--- config.mk ---
export PLATFORM = sky130hd
export DESIGN_NAME = axis_rr_arbiter
export DESIGN_NICKNAME = d
export VERILOG_FILES = /design/src/rtl/axis_rr_arbiter.sv
export SDC_FILE = /design/constraint.sdc
export NUM_CORES = 1
export LEC_CHECK = 0
export ABC_AREA = 1
export BUFFER_PORTS_ARGS = -buffer_cell sky130_fd_sc_hd__buf_2
export CAP_MARGIN = 20
export CELL_PAD_IN_SITES_DETAIL_PLACEMENT = 1
export CELL_PAD_IN_SITES_GLOBAL_PLACEMENT = 2
export CORE_MARGIN = 1.5
export CORE_UTILIZATION = 10
export DETAILED_ROUTE_END_ITERATION = 8
export PLACE_DENSITY = 0.78
export SLEW_MARGIN = 10
export SYNTH_ARGS = -nofsm -noshare
export SYNTH_HDL_FRONTEND = slang
export SYNTH_SLANG_ARGS = --single-unit
--- constraint.sdc ---
create_clock -name m_axi_aclk -period 1.3 [get_ports m_axi_aclk]
set_input_delay 0.13 -clock m_axi_aclk [delete_from_list [all_inputs] [get_ports m_axi_aclk]]
set_output_delay 0.13 -clock m_axi_aclk [all_outputs]
set_load 0.05 [all_outputs]
--- src/rtl/axis_rr_arbiter.sv ---
// axis_rr_arbiter: round-robin AXIS mux with bounded bursts and zero-latency pass-through
module axis_rr_arbiter #(
  parameter int NUM_SRC = 4,
  parameter int AXIS_BUS_WIDTH = 64,
  parameter int MAX_BURST = 16
) (
  input  logic                              m_axi_aclk,
  input  logic                              m_axi_areset,
  input  logic [NUM_SRC*AXIS_BUS_WIDTH-1:0] s_axis_tdata,
  input  logic [NUM_SRC-1:0]                s_axis_tvalid,
  output logic [NUM_SRC-1:0]                s_axis_tready,
  output logic [AXIS_BUS_WIDTH-1:0]         m_axis_tdata,
  output logic                              m_axis_tvalid,
  input  logic                              m_axis_tready,
  output logic [$clog2(NUM_SRC)-1:0]        m_axis_tid,
  output logic [NUM_SRC-1:0]                o_grant,
  output logic                              o_busy
);
  localparam int IW = $clog2(NUM_SRC);
  localparam int CW = $clog2(MAX_BURST + 1);
  typedef enum logic {IDLE, GRANT} state_t;
  state_t state, state_n;
  logic [IW-1:0] g, g_n, last, last_n, pick;
  logic [CW-1:0] cnt, cnt_n;
  logic found, busy, hs, rel;
  assign busy = state == GRANT;
  assign hs = m_axis_tvalid && m_axis_tready;
  assign rel = busy && (!s_axis_tvalid[g] || (hs && cnt == CW'(MAX_BURST - 1)));
  assign o_busy = busy;
  assign o_grant = busy ? NUM_SRC'(1) << g : '0;
  assign s_axis_tready = m_axis_tready ? o_grant : '0;
  assign m_axis_tvalid = busy && s_axis_tvalid[g];
  assign m_axis_tid = busy ? g : '0;
  // first valid source after last, wrapping so last itself is tried at the end (last tracks g while granted)
  always_comb begin
    pick = last;
    found = 1'b0;
    for (int k = NUM_SRC; k >= 1; k--) begin
      logic [IW:0] idx;
      idx = {1'b0, last} + (IW+1)'(k);
      if (idx >= (IW+1)'(NUM_SRC)) idx = idx - (IW+1)'(NUM_SRC);
      if (s_axis_tvalid[idx[IW-1:0]]) begin
        pick = idx[IW-1:0];
        found = 1'b1;
      end
    end
  end
  // data mux of the granted source, zero while idle
  always_comb begin
    m_axis_tdata = '0;
    for (int i = 0; i < NUM_SRC; i++)
      if (busy && g == IW'(i)) m_axis_tdata = s_axis_tdata[i*AXIS_BUS_WIDTH +: AXIS_BUS_WIDTH];
  end
  // idle waits for any request; a release re-arbitrates in the same cycle so there is no bubble
  always_comb begin
    state_n = state;
    g_n = g;
    last_n = last;
    cnt_n = cnt;
    if (!busy || rel) begin
      state_n = found ? GRANT : IDLE;
      g_n = found ? pick : g;
      last_n = found ? pick : last;
      cnt_n = '0;
    end else if (hs) cnt_n = cnt + 1'b1;
  end
  // arbitration state, last starts at the top source so the first search begins at source 0
  always_ff @(posedge m_axi_aclk) begin
    if (m_axi_areset) begin
      state <= IDLE;
      g <= '0;
      last <= IW'(NUM_SRC - 1);
      cnt <= '0;
    end else begin
      state <= state_n;
      g <= g_n;
      last <= last_n;
      cnt <= cnt_n;
    end
  end
endmodule

# Yosys cells after proc, flatten, opt, wreduce, memory -nomap -nowiden
# Index checks and enable logic that the tools add are counted.
[word_totals] in_bits=263 register_bits=10 elab_cells=72
[op_classes] shift=1 magnitude_cmp=9 n_eq_ne=4 reduce_logical=15 add_sub_neg=9 muxes=30
[op_table] operator="$mux 64" n=4
[op_table] operator="$mux 2" n=9
[op_table] operator="$lt 2x3->1 const B" n=5
[op_table] operator="$ge 3x3->1 const B" n=4
[op_table] operator="$bmux 1 s2" n=5
[op_table] operator="$mux 1" n=10
[op_table] operator="$logic_and 1x1->1" n=8
[op_table] operator="$mux 4" n=2
[op_table] operator="$sub 2x1->2 const B" n=4
[op_table] operator="$add 2x2->3 const B" n=2
[op_table] operator="$add 5x1->5 const B" n=1
[op_table] operator="$eq 5x4->1 const B" n=1
[op_table] operator="$eq 2x2->1 const B" n=2
[op_table] operator="$shl 1x2->4 const A" n=1
[op_table] operator="$add 2x1->3 const B" n=1
[op_table] operator="$add 2x3->3 const B" n=1
[op_table] operator="$eq 2x1->1 const B" n=1
[op_table] operator="$logic_not 1->1" n=2
[op_table] operator="$logic_not 2->1" n=1
[op_table] operator="$logic_or 1x1->1" n=2
[op_table] operator="$reduce_and 2->1" n=1
[op_table] operator="$reduce_or 2->1" n=1

# Longest topological paths before layout
# Gate-level depths: netlist of run 1.
[logic_depth] word_depth=10 depth_mapped=11 mapped_depth_nobuf=10

# Least setup slack after synthesis of run 1
# OpenSTA, ideal clock, no wires.
[synth_timing] path_type="reg-to-output" start="reg state, in the netlist o_busy" end="out m_axis_tdata[38]" path_buffers=2 path_stages_with_launch=9 path_slack_ns=-0.860 arrival_time_ns=2.030 path_cell_list="dfxtp_1 > nand2_1 > inv_2 > nand2_1 > inv_2 > buf_6 > buf_4 > nand2_1 > nand3_1"
[synth_via] elab_chain_cells=5 elab_cells_between_ends=8 cone_classes="mux (4); reduce/logical (4)"
[synth_lines] item="from (decl)" line="22" rtl="state_t state, state_n;"
[synth_lines] item="from (signal assigned)" line="75" rtl="state <= state_n;"
[synth_lines] item="$logic_and 1x1->1" line="52" rtl="if (busy && g == IW'(i)) m_axis_tdata = s_axis_tdata[i*AXIS_BUS_WIDTH +: AXIS_BUS_WIDTH];"
[synth_lines] item="$mux 64 (3 in a row)" line="52"
[synth_lines] item="$mux 64 (*)" line="52"
[synth_lines] item="to (decl)" line="12" rtl="output logic [AXIS_BUS_WIDTH-1:0] m_axis_tdata,"
# Every way passes the cells marked *; elsewhere a longest branch is shown, timed or not.

# Worst setup path after layout of run 1
[layout_timing] start="reg g[0]" end="out m_axis_tdata[37]"
[layout_via] elab_chain_cells=6 elab_cells_between_ends=12 cone_classes="eq/ne (3); mux (4); reduce/logical (5)"
[layout_lines] item="from (decl)" line="23" rtl="logic [IW-1:0] g, g_n, last, last_n, pick;"
[layout_lines] item="from (signal assigned)" line="76" rtl="g <= g_n;"
[layout_lines] item="$logic_not 2->1" line="52"
[layout_lines] item="$logic_and 1x1->1" line="52"
[layout_lines] item="$mux 64 (3 in a row)" line="52"
[layout_lines] item="$mux 64 (*)" line="52"
# Marked as above.

==> results.py, run 1 <==
metrics = {
    "timing": {
        "period_share_pct": 134,
        "finalHoldViolations": 0,
        "rsz0062_at_grt": "true",
        "period_needed_ns": 1.74,
        "maxSlewViolCount": 0,
        "finalSetupViolCount": 82,
        "max_slew_margin_pct": 66.1,
        "fin_skew_ns": 0.00433,
        "fmax_ghz": 0.576,
        "worst_slew_pin_slew_ns": 0.507,
        "fin_ws_ns": -0.437,
    },
    "setup_path": {
        "crit_path_start": "g[0]",
        "critPathMaxStageDelay_ns": 0.35,
        "path_cells": "buf_4 -> nand2_4 -> inv_8 -> nand2_8 -> inv_8 -> buf_12 -> buf_16 -> nand2_1 -> nand3_4 -> buf_8",
        "r2r_cells": 13,
        "crit_cells": 10,
        "critPathTopFamily": "buffers and inverters",
        "worst-path-buf-inv": 6,
        "arrival_ns": 1.61,
        "r2r_slack_ns": -0.33,
        "r2r_end": "cnt[2]",
        "critPathKind": "flop to primary output",
        "rr_startpoint": "g[0]",
        "start_kind": "flop",
        "crit_required_ns": 1.17,
        "cpMaxStageDelayCell": "dfxtp_4",
        "cp-endpoint": "m_axis_tdata[37]",
        "worst-path-max-fanout": 15,
        "cp-end-kind": "primary output",
        "crit_top_cell": "inv_8",
    },
    "placement": {
        "hpwl_um": 13100,
        "port_buffers": 338,
        "gp_congestion": 0.770,
        "place_ws_ns": -0.380,
    },
    "route": {
        "dr.pass1.iters": 4,
        "drt_wl_total_um": 18300,
        "vias_per_cell": 4.16,
        "drtAntennaViolNets": 0,
        "drt_iter0_drc": 184,
        "drc": 0,
        "wl_per_cell_um": 16.6,
        "vias": 4588,
    },
    "yosys": {
        "synth_fp_nets": 712,
        "syn_area_per_cell_um2": 5.14,
        "synth_top_cell_area_share_pct": 40.7,
        "yosysWarnings": 0,
        "synth_area_leader_cell": "nand2_1",
        "synth.area.top_cells": "nand2_1 (41%), nand4_1 (10%), a22oi_1 (9.2%)",
        "netlist_instances": 447,
        "synthDistinctLibCells": 23,
        "ys_seq_area_share_pct": 8.71,
        "ys_seq_elements": 10,
        "syn_area_um2": 2300,
    },
    "global_routing": {
        "first_global_vias": 4616,
        "gr-usage-all-layers_pct": 13.5,
        "grt_max_degree": 31,
        "antenna_found_initial": 0,
        "grt_overflow": 0,
        "grt_pass1_wl_um": 25200,
    },
    "outcome": {
        "outcome": "complete, but fails checks",
        "violations": "negative setup slack",
    },
    "final_layout": {
        "syn2layout_area_growth_pct": 181,
        "nNetsFinal": 1083,
        "antenna_cells": 0,
        "utilization_pct": 28.6,
        "drive_gt1_share_pct": 67.4,
    },
    "clocking": {
        "clock_sinks": 10,
        "cts_max_level": 1,
        "cts_max_path_buffers": 2,
        "cts_tree": "done",
        "clk_pin_slew_ns": 0.04,
        "clk_latency_ns": 0.24,
        "numCtsBuffers": 3,
        "clockRootBuffer": "clkbuf_16",
    },
    "power": {
        "leakage_nw": 3.24,
        "powerDensity_nw_per_um2": 1920,
        "vdd_drop_max_v": 0.000860,
    },
    "floorplan": {
        "row_count": 55,
        "die_w_um": 155,
        "die_h_um": 155,
        "io_pins": 339,
        "core_um2": 22600,
        "die-area_um2": 23900,
        "start_util_pct": 10.2,
    },
    "min_path": {
        "worstHoldStart": "m_axi_areset",
        "hold_class": "primary input to flop",
        "min_path_cells": 2,
    },
    "job": {
        "drv_cap": 0,
    },
}
-- sequential cells by signal (all words and copies together) (netlist names) --
name	flops
cnt	5
last	2
g	2
o_busy	1
-- cells in the final DEF, fill, tap and decap left out, types with 2 or more instances in the layout --
| cell type | synthesis | final |
|---|---|---|
| buf_4 | 23 | 37 |
| nand3_2 | 2 | 3 |
| a22oi_2 | 0 | 25 |
| dfxtp_2 | 0 | 2 |
| nand2_1 | 249 | 193 |
| inv_8 | 0 | 2 |
| inv_2 | 5 | 5 |
| buf_6 | 3 | 41 |
| a22oi_1 | 28 | 3 |
| nor2_1 | 7 | 5 |
| nand2_2 | 4 | 43 |
| nand3_1 | 37 | 5 |
| buf_8 | 0 | 30 |
| buf_16 | 0 | 6 |
| nand3_4 | 0 | 31 |
| nor2_4 | 0 | 4 |
| nand4_1 | 37 | 37 |
| nor3_4 | 0 | 2 |
| dfxtp_4 | 0 | 3 |
| buf_12 | 0 | 15 |
| inv_4 | 0 | 2 |
| clkbuf_16 | 0 | 7 |
| buf_2 | 4 | 263 |
| nand3b_1 | 2 | 2 |
| inv_1 | 18 | 12 |
| nand2_4 | 0 | 16 |
| a21oi_2 | 1 | 7 |
| dfxtp_1 | 10 | 5 |
-- per-layer routing --
layer,track usage (%),vias to the layer above,part of all wire [%]
met5,0,-,0
met4,1.42,0,0.43
met3,1.96,7,5.8
met2,26.9,191,54
met1,15.4,2167,40
li1,-,2223,-
-- final cells by class --
type                    count  area (um^2)
fillers                  2790        16100
repair buffers            396         3070
multi-input cells         383         2610
well taps                 285          357
flip-flops and latches     10          214
inverters                  24          124
clock buffers               4         88.8
-- per-stage QoR --
step	setup TNS, ns	hold slack, ns	std cells	power, mW	area [um^2]
4_1_cts	-26.98	0.130	1087	11.3	5900
3_5_place_dp	-24.15	0.382	1075	8.87	4980
5_1_grt	-35.07	0.150	1102	13.1	6460
2_1_floorplan	-15.27	0.192	447	6.70	2870
6_report	-28.99	0.132	1102	12.4	6460
3_3_place_gp	-21.20	0.378	1075	8.81	4980
-- how the worst min path moves through the flow --
stage	endpoint	slack [ns]
floorplan	g[0]	0.19
global placement	g[0]	0.38
detailed placement	o_busy	0.38
CTS	g[1]	0.13
global route	g[1]	0.15
finish	g[1]	0.13
-- logic make-up (layout without fill, tap and decap cells) --
family	after synthesis	after routing	synth area share (%)
XOR/XNOR	1	1	0.381
flip-flops	10	10	8.71
AND/OR/NAND/NOR	343	343	64.4
adder cells (fa/ha/maj)	2	2	1.09
AO/OA/AOI/OAI	37	37	11.4
buffers and inverters	54	424	14.0
-- Yosys cell counts (all sizes together) --
library cell,n
nand2,253
nand3,39
nand4,37
buf,30
a22oi,28
inv,24
dfxtp,10
nor2,10
a21oi,8
ha,2
nand3b,2
nor3,2
o211ai,1
xor2,1
-- repair_timing --
item | in CTS | in global routing
setup buffers | 4 | 11
cloned | 6 | 4
endpoints found under the setup margin | 83 | 82
pin swaps | 22 | 10
gates resized for setup | 198 | 101
hold endpoints to repair | 0 | 0
hold buffers | 0 | 0
-- power by group --
group	total, mW	internal [mW]	switching, mW
logic	11.3	4.51	6.79
clock network	0.620	0.464	0.156
registers	0.485	0.391	0.0940
No activity file was read; power rests on OpenSTA's default activity.
==> run 2: changes to the inputs <==
Settings changed: CORE_UTILIZATION 10 to 11, CTS_CLUSTER_DIAMETER from default to 100, PLACE_DENSITY 0.78 to 0.81.
Clock period 1.3 ns to 1.9 ns, I/O delays scaled along.
==> results.py, run 2 (synthesis gave the netlist of run 1 again) <==
metrics = {
    "outcome": {
        "outcome": "finished, final reports clean",
    },
    "final_layout": {
        "final_common_cell": "buf_2",
        "antenna_cells": 0,
        "n_fill_cell": 2740,
        "syn2layout_area_growth_pct": 102,
        "largest-register": "cnt",
        "final_cell_mix": "buf_2 (298), nand2_1 (247), nand4_1 (37)",
        "top_regs": "cnt x5, g x2, last x2",
        "nNetsFinal": 1040,
        "largest_reg_flops": 5,
        "drive_gt1_share_pct": 50.2,
    },
    "power": {
        "vdd_drop_max_v": 0.000636,
        "leakage_nw": 2.54,
        "powerDensity_nw_per_um2": 1330,
    },
    "clocking": {
        "hold_buffers": 0,
        "cts_max_level": 1,
        "cts_max_path_buffers": 2,
        "clock_sinks": 10,
        "clk_pin_slew_ns": 0.04,
        "clockRootBuffer": "clkbuf_16",
        "cts_tree": "done",
        "clk_latency_ns": 0.24,
        "numCtsBuffers": 3,
    },
    "floorplan": {
        "die_h_um": 148,
        "die-area_um2": 21800,
        "die_w_um": 148,
        "start_util_pct": 11.3,
        "io_pins": 339,
        "core_um2": 20400,
        "row_count": 52,
    },
    "timing": {
        "fin_ws_ns": 0.0988,
        "maxSlewViolCount": 0,
        "fmax_ghz": 0.555,
        "worst_slew_pin_slew_ns": 0.339,
        "max_slew_margin_pct": 77.4,
        "fin_skew_ns": 0.00101,
        "period_needed_ns": 1.80,
        "period_share_pct": 94.8,
        "final.setup.tns_ns": 0,
        "finalHoldViolations": 0,
        "finalSetupViolCount": 0,
    },
    "global_routing": {
        "grt_pass1_wl_um": 23000,
        "grt_max_degree": 36,
        "grt_overflow": 0,
        "antenna_found_initial": 0,
        "gr-usage-all-layers_pct": 13.1,
        "first_global_vias": 4316,
    },
    "route": {
        "drc": 0,
        "drt_wl_total_um": 15800,
        "vias": 4267,
        "vias_per_cell": 4.09,
        "wl_per_cell_um": 15.1,
        "dr.pass1.iters": 4,
        "drt_iter0_drc": 155,
        "drtAntennaViolNets": 0,
    },
    "placement": {
        "place_ws_ns": 0.171,
        "hpwl_um": 12400,
        "port_buffers": 338,
        "gp_congestion": 0.769,
    },
    "setup_path": {
        "worst-path-max-fanout": 31,
        "start_kind": "flop",
        "critPathKind": "flop to primary output",
        "crit_required_ns": 1.71,
        "cp-end-kind": "primary output",
        "arrival_ns": 1.61,
    },
    "job": {
        "drv_cap": 0,
    },
    "min_path": {
        "hold_class": "primary input to flop",
    },
}
==> run 2: cell count changes in the layout (fill, tap and decap cells not counted), moves of 30 or more <==
cell,before,now
nand3_4,31,0
nand2_1,193,247
nand2_2,43,5
buf_8,30,0
buf_2,263,298
buf_6,41,0
clkbuf_4,0,33
==> run 2: repair_timing <==
action                                  4_1_cts  5_1_grt
endpoints found under the setup margin       61       63
gates cloned                                  0        3
buffers inserted                              0        2
pin swaps                                     0        2
resized for setup                             4       49
==> run 2: per-stage QoR <==
stage	total power [mW]	instances	util, %	area [um^2]	hold WS, ns
3_3_place_gp	5.47	1035	21.3	4350	0.415
5_1_grt	6.59	1043	22.8	4640	0.171
2_1_floorplan	4.10	447	-	2340	0.252
4_1_cts	5.90	1038	21.8	4430	0.158
6_report	6.18	1043	22.8	4640	0.157
3_5_place_dp	5.49	1035	21.3	4350	0.413
==> run 2: critical path, cell delays in order (launching register included) <==
cell and delay [ns]:
dfxtp_4 0.35, inv_1 0.12, nand2_1 0.10, inv_2 0.11, buf_12 0.19, nand2_1 0.11, nand4_1 0.09, buf_2 0.27
==> run 2: power breakdown <==
part	leakage (nW)	internal (mW)	switching (mW)
Sequential	0.0836	0.268	0.0904
Clock	0.0370	0.272	0.0918
Combinational	2.42	1.60	3.86
Total	2.54	2.14	4.04
==> run 2: worst paths after layout <==
kind | slack [ns] | start | cells after the start | endpoint
worst min register to register | 0.46 | cnt[4] | 2 | cnt[4]
worst max-delay path | 0.1 | g[1] | 7 | m_axis_tdata[7]
worst max register to register | 0.34 | cnt[0] | 10 | g[1]
worst min-delay path | 0.16 | m_axi_areset | 2 | g[0]
==> run 2: final cells by class <==
class	instances	area, um^2	area share [%]
tap	270	338	7.28
clock buffer	3	75.1	1.62
inverter	24	100	2.16
multi-input combinational	383	1850	39.8
timing repair buffer	353	2070	44.6
sequential	10	211	4.56
==> run 2: metal layers <==
metal | wire (um) | global-route usage [%] | vias to the layer above | share of wire, %
met2 | 8210 | 24.3 | 152 | 52
met3 | 895 | 2.13 | 12 | 5.7
met5 | 0 | 0 | - | 0
met1 | 6570 | 16.0 | 1974 | 42
li1 | - | - | 2129 | -
met4 | 102 | 1.80 | 0 | 0.65
==> run 3: changes to the inputs <==
Settings changed: CORE_UTILIZATION 11 to 10, PLACE_DENSITY 0.81 to default, PLACE_DENSITY_LB_ADDON from default to 0.12.
Clock period 1.9 ns to 1.6 ns, I/O delays scaled along.
==> results.py, run 3 (synthesis gave the netlist of run 1 again) <==
metrics = {
    "outcome": {
        "outcome": "complete, but fails checks",
        "violations": "negative setup slack",
    },
    "setup_path": {
        "worst-path-max-fanout": 5,
        "path_cells": "buf_6 -> inv_6 -> nor2_4 -> buf_12 -> clkbuf_16 -> nand2_1 -> nand4_1 -> buf_6",
        "crit_top_cell": "buf_6",
        "arrival_ns": 1.59,
        "r2r_end": "last[1]",
        "critPathMaxStageDelay_ns": 0.38,
        "cp-end-kind": "primary output",
        "r2r_slack_ns": 0.09,
        "critPathKind": "flop to primary output",
        "cpMaxStageDelayCell": "dfxtp_4",
        "r2r_cells": 12,
        "start_kind": "flop",
        "rr_startpoint": "g[0]",
        "crit_required_ns": 1.44,
    },
    "floorplan": {
        "io_pins": 339,
        "core_um2": 22600,
        "die_w_um": 155,
        "die_h_um": 155,
        "row_count": 55,
        "start_util_pct": 10.2,
        "die-area_um2": 23900,
    },
    "route": {
        "vias_per_cell": 4.15,
        "drtAntennaViolNets": 0,
        "vias": 4524,
        "drt_wl_total_um": 19000,
        "drc": 0,
        "wl_per_cell_um": 17.4,
        "dr.pass1.iters": 4,
        "drt_iter0_drc": 160,
    },
    "placement": {
        "place_ws_ns": -0.122,
        "hpwl_um": 14100,
        "port_buffers": 338,
        "gp_congestion": 0.871,
        "place_area_um2": 4660,
    },
    "timing": {
        "period_needed_ns": 1.75,
        "rsz0062_at_grt": "true",
        "finalSetupViolCount": 65,
        "finalHoldViolations": 0,
        "worst_slew_pin_slew_ns": 0.314,
        "fmax_ghz": 0.570,
        "period_share_pct": 110,
        "fin_ws_ns": -0.153,
        "holdWs_ns": 0.147,
        "maxSlewViolCount": 0,
        "max_slew_margin_pct": 79.0,
        "fin_skew_ns": 0.00202,
    },
    "final_layout": {
        "largest-register": "cnt",
        "drive_gt1_share_pct": 63.4,
        "utilization_pct": 26.8,
        "top_regs": "cnt x5, g x2, last x2",
        "design_area_um2": 6040,
        "nNetsFinal": 1070,
        "n_fill_cell": 2816,
        "largest_reg_flops": 5,
        "final_cell_mix": "buf_2 (267), nand2_1 (212), buf_6 (45)",
        "final_common_cell": "buf_2",
        "syn2layout_area_growth_pct": 163,
        "antenna_cells": 0,
    },
    "clocking": {
        "cts_max_level": 1,
        "hold_buffers": 0,
        "clk_latency_ns": 0.24,
        "clockRootBuffer": "clkbuf_16",
        "numCtsBuffers": 3,
        "clock_sinks": 10,
        "cts_tree": "done",
        "cts_max_path_buffers": 2,
        "clk_pin_slew_ns": 0.04,
    },
    "global_routing": {
        "gr-usage-all-layers_pct": 14.9,
        "grt_max_degree": 32,
        "grt_pass1_wl_um": 27400,
        "first_global_vias": 4750,
        "grt_overflow": 0,
        "antenna_found_initial": 0,
    },
    "job": {
        "drv_cap": 0,
    },
    "power": {
        "power.total_mw": 9.60,
        "leakage_nw": 3.06,
        "vdd_drop_max_v": 0.000586,
        "powerDensity_nw_per_um2": 1590,
    },
    "min_path": {
        "whs_endpoint": "g[0]",
        "min_path_cells": 2,
        "worstHoldStart": "m_axi_areset",
        "hold_class": "primary input to flop",
    },
}
run 3: worst max-delay path, delay by kind of cell, from the launching register on:
| kind | cells | cell delay (ns) |
|---|---|---|
| buffers and inverters | 5 | 0.64 |
| DFF | 1 | 0.38 |
| and+or+nand+nor | 3 | 0.32 |
run 3: cell type report:
type                    instances  area [um^2]  area share [%]
repair buffers                383         2960            49.1
flip-flops and latches         10          215            3.56
inverters                      24          118            1.95
multi-input cells             383         2310            38.2
clock buffers                   4         78.8            1.31
well taps                     285          357            5.91
run 3: report_power, final:
group	switching (mW)	internal, mW	total (mW)
sequential	0.109	0.315	0.425
clock	0.115	0.334	0.449
combinational	5.28	3.45	8.73
total	5.50	4.10	9.60
run 3: worst max-delay path by stage:
stage | slack [ns] | from | cells after the start | to
final | -0.15 | g[0] | 8 | m_axis_tdata[7]
after CTS | -0.17 | g[0] | 8 | m_axis_tdata[2]
after detailed placement | -0.12 | g[0] | 7 | m_axis_tdata[40]
after floorplan | -0.18 | o_busy | 2 | s_axis_tready[2]
after global placement | -0.09 | g[0] | 7 | m_axis_tdata[48]
after global routing | -0.23 | g[0] | 8 | m_axis_tdata[9]
run 3: stage by stage:
stage,setup TNS [ns],instances
final,-6.59,1089
after global routing,-11.68,1089
after CTS,-8.38,1083
after detailed placement,-3.18,1061
after global placement,-2.42,1061
after floorplan,-1.04,447
run 3: routing by layer:
layer	share of wire (%)	wire (um)	global-route usage (%)
met4	0.45	86	1.47
met1	38	7180	16.4
met3	7.1	1350	3.25
met2	55	10300	29.6
met5	0	0	0
run 3: repair_timing:
action                                  CTS  global route
resized for setup                       208            60
endpoints found under the setup margin   70            74
setup buffers                             9             5
pin swaps                                16            15
gates cloned                              9             2
